$ cat config.mk
export PLATFORM = sky130hd
export DESIGN_NAME = pipelined_addsub
export DESIGN_NICKNAME = d
export VERILOG_FILES = /design/src/rtl/addsub_pkg.sv /design/src/rtl/addsub_chunk.sv /design/src/rtl/pipelined_addsub.sv
export SDC_FILE = /design/constraint.sdc
export NUM_CORES = 1
export LEC_CHECK = 0
export BUFFER_PORTS_ARGS = -buffer_cell sky130_fd_sc_hd__buf_2
export CAP_MARGIN = 5
export CORE_MARGIN = 2
export CORE_UTILIZATION = 63
export DETAILED_ROUTE_END_ITERATION = 7
export GPL_TIMING_DRIVEN = 1
export HOLD_SLACK_MARGIN = 0.12
export PLACE_DENSITY = 0.84
export SETUP_SLACK_MARGIN = 0.4
export SLEW_MARGIN = 20
export SYNTH_ARGS = -nofsm -noshare
export SYNTH_HDL_FRONTEND = slang
export SYNTH_HIERARCHICAL = 1
export SYNTH_SLANG_ARGS = --single-unit
$ cat constraint.sdc
create_clock -name clk -period 14.1 [get_ports clk]
set_input_delay 2.115 -clock clk [delete_from_list [all_inputs] [get_ports clk]]
set_output_delay 2.115 -clock clk [all_outputs]
set_load 0.01 [all_outputs]
$ cat src/rtl/addsub_pkg.sv
// -----------------------------------------------------------------------------
// addsub_pkg
// Shared definitions for the pipelined adder/subtractor.
//   MODE_ADD / MODE_SUB : values of the per-beat mode bit.
//   chunk_lsb()         : bit index of the least significant bit of ripple
//                         chunk k when every chunk is cw bits wide.
// -----------------------------------------------------------------------------
package addsub_pkg;

    localparam logic MODE_ADD = 1'b0;
    localparam logic MODE_SUB = 1'b1;

    function automatic int chunk_lsb(input int k, input int cw);
        return k * cw;
    endfunction

endpackage

$ cat src/rtl/addsub_chunk.sv
// -----------------------------------------------------------------------------
// addsub_chunk
// Combinational CW-bit ripple-carry adder built from full-adder cells.
// Ports:
//   a, b   [CW-1:0] in  : operand bits (b is already inverted for subtract)
//   ci              in  : carry into bit 0
//   sum    [CW-1:0] out : a + b + ci, truncated to CW bits
//   co              out : carry out of bit CW-1
//   c_msb           out : carry into bit CW-1 (signed-overflow input when
//                         this chunk holds the word's MSB)
// -----------------------------------------------------------------------------
module addsub_chunk #(
    parameter int CW = 8
) (
    input  logic [CW-1:0] a,
    input  logic [CW-1:0] b,
    input  logic          ci,
    output logic [CW-1:0] sum,
    output logic          co,
    output logic          c_msb
);

    // Each cell keeps its own carry nets so the chain is a set of distinct
    // signals rather than one vector feeding back into itself.
    for (genvar i = 0; i < CW; i++) begin : g_fa
        logic c_in;
        logic c_out;

        if (i == 0) begin : g_first
            assign c_in = ci;
        end else begin : g_rest
            assign c_in = g_fa[i-1].c_out;
        end

        assign sum[i] = a[i] ^ b[i] ^ c_in;
        assign c_out  = (a[i] & b[i]) | (c_in & (a[i] ^ b[i]));
    end

    assign co    = g_fa[CW-1].c_out;
    assign c_msb = g_fa[CW-1].c_in;

endmodule

$ cat src/rtl/pipelined_addsub.sv
// -----------------------------------------------------------------------------
// pipelined_addsub
// WIDTH-bit two's-complement adder/subtractor split into STAGES ripple chunks,
// one chunk per pipeline stage, with the inter-chunk carry registered.
// Ports:
//   clk, rst            : clock, asynchronous active-high reset
//   in_valid / in_ready : operand handshake (a, b, cin, mode)
//   mode                : 0 = a + b + cin, 1 = a + ~b + cin
//   out_valid/out_ready : result handshake (result, cout, ovf)
//   result              : sum/difference modulo 2^WIDTH
//   cout                : carry out of the MSB (1 = no borrow when subtracting)
//   ovf                 : signed overflow (carry into MSB XOR carry out of MSB)
//
// Register layout: slot 0 captures the raw beat (a, b already conditioned by
// mode, cin). Stage k adds chunk k of slot k and writes slot k+1; the last
// stage writes the output registers. A beat accepted at edge N is therefore
// presented after edge N+STAGES. The whole pipe advances as one unit.
// -----------------------------------------------------------------------------
module pipelined_addsub
    import addsub_pkg::*;
#(
    parameter int WIDTH  = 32,
    parameter int STAGES = 4
) (
    input  logic             clk,
    input  logic             rst,
    input  logic             in_valid,
    output logic             in_ready,
    input  logic [WIDTH-1:0] a,
    input  logic [WIDTH-1:0] b,
    input  logic             cin,
    input  logic             mode,
    output logic             out_valid,
    input  logic             out_ready,
    output logic [WIDTH-1:0] result,
    output logic             cout,
    output logic             ovf
);

    // Guarded so an illegal STAGES reports the error below instead of a
    // divide-by-zero during elaboration.
    localparam int STAGES_SAFE = (STAGES < 1) ? 1 : STAGES;
    localparam int CW          = WIDTH / STAGES_SAFE;

    if (STAGES < 1 || STAGES > WIDTH || (WIDTH % STAGES_SAFE) != 0) begin : g_bad_params
        $error("pipelined_addsub: WIDTH must be a multiple of STAGES and 1 <= STAGES <= WIDTH");
    end

    // -------------------------------------------------------------------------
    // Pipeline state
    // -------------------------------------------------------------------------
    // valid_q[k] : slot k holds a real beat; valid_q[STAGES] is out_valid.
    logic [STAGES:0]   valid_q, valid_d;

    // Operand skew registers: full words travel with the beat so every stage
    // can pick its own chunk; the low chunks are simply no longer consumed.
    logic [WIDTH-1:0]  opa_q [STAGES];
    logic [WIDTH-1:0]  opa_d [STAGES];
    logic [WIDTH-1:0]  opb_q [STAGES];
    logic [WIDTH-1:0]  opb_d [STAGES];

    // Partial sum: in slot k, chunks 0..k-1 are final, the rest are zero.
    logic [WIDTH-1:0]  sum_q [STAGES];
    logic [WIDTH-1:0]  sum_d [STAGES];

    // Carry into chunk k, held in slot k.
    logic [STAGES-1:0] cy_q, cy_d;

    logic [WIDTH-1:0]  result_q, result_d;
    logic              cout_q, cout_d;
    logic              ovf_q, ovf_d;

    // Chunk adder outputs.
    logic [CW-1:0]     chunk_sum [STAGES];
    logic [STAGES-1:0] chunk_co;
    logic              top_cmsb;

    logic              advance;

    // A full output slot that the consumer is not taking freezes everything,
    // including the input side.
    assign advance  = ~valid_q[STAGES] | out_ready;
    assign in_ready = advance;

    // -------------------------------------------------------------------------
    // Per-stage chunk adders
    // -------------------------------------------------------------------------
    for (genvar k = 0; k < STAGES; k++) begin : g_stage
        localparam int LSB = chunk_lsb(k, CW);
        logic cm;

        addsub_chunk #(
            .CW (CW)
        ) u_chunk (
            .a     (opa_q[k][LSB +: CW]),
            .b     (opb_q[k][LSB +: CW]),
            .ci    (cy_q[k]),
            .sum   (chunk_sum[k]),
            .co    (chunk_co[k]),
            .c_msb (cm)
        );

        // Only the chunk that owns bit WIDTH-1 contributes to overflow.
        if (k == STAGES - 1) begin : g_top
            assign top_cmsb = cm;
        end else begin : g_mid
            logic cm_unused;
            assign cm_unused = cm;
        end
    end

    // -------------------------------------------------------------------------
    // Next-state logic
    // -------------------------------------------------------------------------
    always_comb begin
        // NOTE: every _d starts as a copy of its _q so no path leaves a
        // variable unassigned; that is what keeps this block free of latches.
        valid_d  = valid_q;
        opa_d    = opa_q;
        opb_d    = opb_q;
        sum_d    = sum_q;
        cy_d     = cy_q;
        result_d = result_q;
        cout_d   = cout_q;
        ovf_d    = ovf_q;

        if (advance) begin
            // Bubbles still move data; only the valid bits decide what counts.
            valid_d = {valid_q[STAGES-1:0], in_valid};

            // Slot 0: mode is folded into B here, so it travels with the beat.
            opa_d[0] = a;
            opb_d[0] = (mode == MODE_SUB) ? ~b : b;
            cy_d[0]  = cin;
            sum_d[0] = '0;

            for (int k = 1; k < STAGES; k++) begin
                opa_d[k] = opa_q[k-1];
                opb_d[k] = opb_q[k-1];
                cy_d[k]  = chunk_co[k-1];
                sum_d[k] = sum_q[k-1];
                sum_d[k][chunk_lsb(k-1, CW) +: CW] = chunk_sum[k-1];
            end

            result_d = sum_q[STAGES-1];
            result_d[chunk_lsb(STAGES-1, CW) +: CW] = chunk_sum[STAGES-1];
            cout_d   = chunk_co[STAGES-1];
            ovf_d    = top_cmsb ^ chunk_co[STAGES-1];
        end
    end

    // -------------------------------------------------------------------------
    // State registers
    // -------------------------------------------------------------------------
    // NOTE: datapath registers are reset along with the valid bits so that a
    // reset leaves result/cout/ovf at zero and no stale partial sum survives.
    always_ff @(posedge clk or posedge rst) begin
        if (rst) begin
            valid_q  <= '0;
            cy_q     <= '0;
            result_q <= '0;
            cout_q   <= 1'b0;
            ovf_q    <= 1'b0;
            for (int k = 0; k < STAGES; k++) begin
                opa_q[k] <= '0;
                opb_q[k] <= '0;
                sum_q[k] <= '0;
            end
        end else begin
            // NOTE: non-blocking assignments so every flop samples the values
            // from before this edge, independent of statement order.
            valid_q  <= valid_d;
            opa_q    <= opa_d;
            opb_q    <= opb_d;
            sum_q    <= sum_d;
            cy_q     <= cy_d;
            result_q <= result_d;
            cout_q   <= cout_d;
            ovf_q    <= ovf_d;
        end
    end

    assign out_valid = valid_q[STAGES];
    assign result    = result_q;
    assign cout      = cout_q;
    assign ovf       = ovf_q;

endmodule

==> results by group <==
Timing
  – Final period util: 32.9%
  – Worst Tran Pin Value: roughly 1100 ps
  – RSZ-0062 raised after global routing: no
  – TNS Setup: 0 ps
  – Final hold violation count: 0
  – Clock skew: 5.90 ps
  – Slew HR: 26.7%
  – Setup WS post-layout: 9460 ps
  – Max Clk Rate: between 200 and 250 MHz
  – Fin crit period: 4640 ps
  – Final setup fails: 0
  – Final slew viol count: 0

Final layout
  – Layout Nets: 848
  – Layout cells sized above 1: about 52%
  – Fillers: 1,005
  – N_diodes: 0
  – Finished Core Util: 72.7%
  – Synth-to-layout area growth: 13.7%

Power and ir drop
  – VDD IR max: ~0.14 mV
  – Design Power: 0.00281 W
  – Leakage: about 5.4 nW
  – Power Density: 235 nW/um^2

Logic synthesis
  – Mapped cell area: 10,500 um^2
  – Cells after Synth: around 640
  – Synth cell types: 10
  – Ys Warns: 6
  – Sequential fraction of the synthesis area: roughly three fifths
  – Post-Syn Area per Cell: 16.4 um^2
  – Synth Register Bits: 251
  – Net count after synthesis: 743

Floorplanning
  – Die area: 17,700 um^2
  – Initial Util: 63.9%
  – Die Y: 133 um
  – Die Wd: around 130 um
  – Core area: 16,400 um^2
  – # IOs: roughly 110
  – Site Rows: 47

Critical path
  – Flop-to-flop setup slack: approximately 10,000 ps
  – Reg2reg path depth: 14
  – CP endpoint kind: output pin
  – Critical path type: in2out
  – CP max FO: 3
  – Req. time, crit path: 11,980 ps
  – Crit start category: input port
  – Crit path DAT: around 2500 ps

Detailed routing
  – Via count: 5,122
  – Pre-Repair DR Iteration Count: 4
  – WL/cell: 16.7 um
  – Routed vias/inst: between 5 and 6
  – Final ANT Viol Nets: 0
  – Remaining DRCs: 0
  – Routed wire length: 16,500 um
  – Iter 0 DRT Violations: 175

Global routing
  – Gr usage total: 19.4%
  – Initial antenna violation count: 0
  – Vias in the first global route: 5,698
  – Total gr overflow: 0
  – Pin count of the biggest net entering global routing: between 150 and 200
  – First-pass GRT wire length: 27,900 um

Clock network
  – Reg clk slew, reported paths: 60 ps
  – Post-CTS setup buffers: 0
  – Number of gates given a new drive strength after cts: 0
  – Clk buf depth: 3
  – CTS sink cnt: 251
  – CTS tree: built
  – Root buffer selected by CTS: clkbuf_16
  – Total CTS buffers: 25
  – Clk Latency, worst-skew pair: 510 ps
  – CTS H-tree lvls: 1
  – Cts hold-fix bufs: 0

Placement
  – Post-Place Setup Slack: 9380 ps
  – Detailed placer's ending HPWL: 10,300 um
  – GPL Wtd Cong: about 0.74
  – Port Buffer Count: 105

Outcome
  – Outcome: finished clean

Worst hold path
  – Hold Path Stages: 1
  – Worst hold-check path type: reg2reg

Run
  – Max-cap violations: 0
cell type report:
cell class                 instances  area, um^2  area share, %
timing repair buffer             110         587           4.92
clock inverter                    17         183           1.53
clock buffer                      28         667           5.59
inverter                          41         166           1.39
sequential                       251        6280           52.6
tap                              220         275           2.31
multi-input combinational        317        3770           31.6
cells in the final DEF, fill, tap and decap left out:
master	netlist	final
buf_4	0	3
clkinv_4	0	3
buf_2	11	105
mux2_1	6	6
clkinv_8	0	1
mux2_4	2	2
clkinv_2	0	7
inv_6	0	1
buf_6	21	1
xor2_1	33	33
clkbuf_16	0	25
clkbuf_8	0	3
dfrtp_1	251	251
mux2_2	242	242
bufinv_16	0	3
nand2b_4	0	1
clkinvlp_4	0	3
buf_16	0	1
inv_1	41	40
fa_1	32	32
nand2b_1	2	1
cell families (layout without fill, tap and decap cells):
kind of cell             after synthesis  in the layout  synth area share [%]
multiplexers                         250            250                  26.9
buffers and inverters                 73            196                  4.25
XOR/XNOR                              33             33                  2.75
adder cells (fa/ha/maj)               32             32                  6.11
AND/OR/NAND/NOR                        2              2                 0.119
flip-flops                           251            251                  59.9
worst max-delay path, stage by stage:
cell,delay (ps)
buf_2,100
nand2b_4,160
buf_2,150
worst paths after layout:
check                                          to              startpoint
max                                      in_ready               out_ready
min                        valid_q[4]$_DFFE_PP0P_  valid_q[3]$_DFFE_PP0P_
max reg2reg                       ovf$_DFFE_PP0P_   opa_q[24]$_DFFE_PP0P_
min reg2reg                valid_q[4]$_DFFE_PP0P_  valid_q[3]$_DFFE_PP0P_
max in group asynchronous   opa_q[54]$_DFFE_PP0P_                     rst
min in group asynchronous  opa_q[125]$_DFFE_PP0P_                     rst
registers in the layout, summed over array words and instances, names as in the netlist:
signal,count
opa_q,80
cout,1
valid_q,5
opb_q,80
sum_q,48
result,32
cy_q,4
ovf,1
Yosys cell counts (all sizes together):
cell type    n  area (um^2)
dfrtp      251         6280
xor2        33          289
nand2b       2         12.5
inv         41          154
fa          32          641
buf         32          292
mux2       250         2820
power breakdown:
group / internal [W] / total [W] / switching [W]
combinational: 0.000525 / 0.000896 / 0.000371
sequential: 0.00105 / 0.00124 / 0.000188
clock: 0.000398 / 0.000671 / 0.000273
total: 0.00198 / 0.00281 / 0.000831
metrics by stage:
step           hold WS, ps  cell area, um^2  cells
4_1_cts                460            11900    983
3_5_place_dp           448            11000    938
3_3_place_gp           441            11000    938
5_1_grt                496            11900    984
6_report               458            11900    984
2_1_floorplan          430            10500    641
layer usage:
| layer | share of wire (%) | global-route usage (%) | vias up |
|---|---|---|---|
| li1 | - | - | 2364 |
| met1 | 42 | 26.0 | 2642 |
| met2 | 52 | 33.3 | 93 |
| met3 | 3.9 | 3.37 | 23 |
| met4 | 1.8 | 5.32 | 0 |
| met5 | 0 | 0 | - |
(Power assumes the default switching activity.)
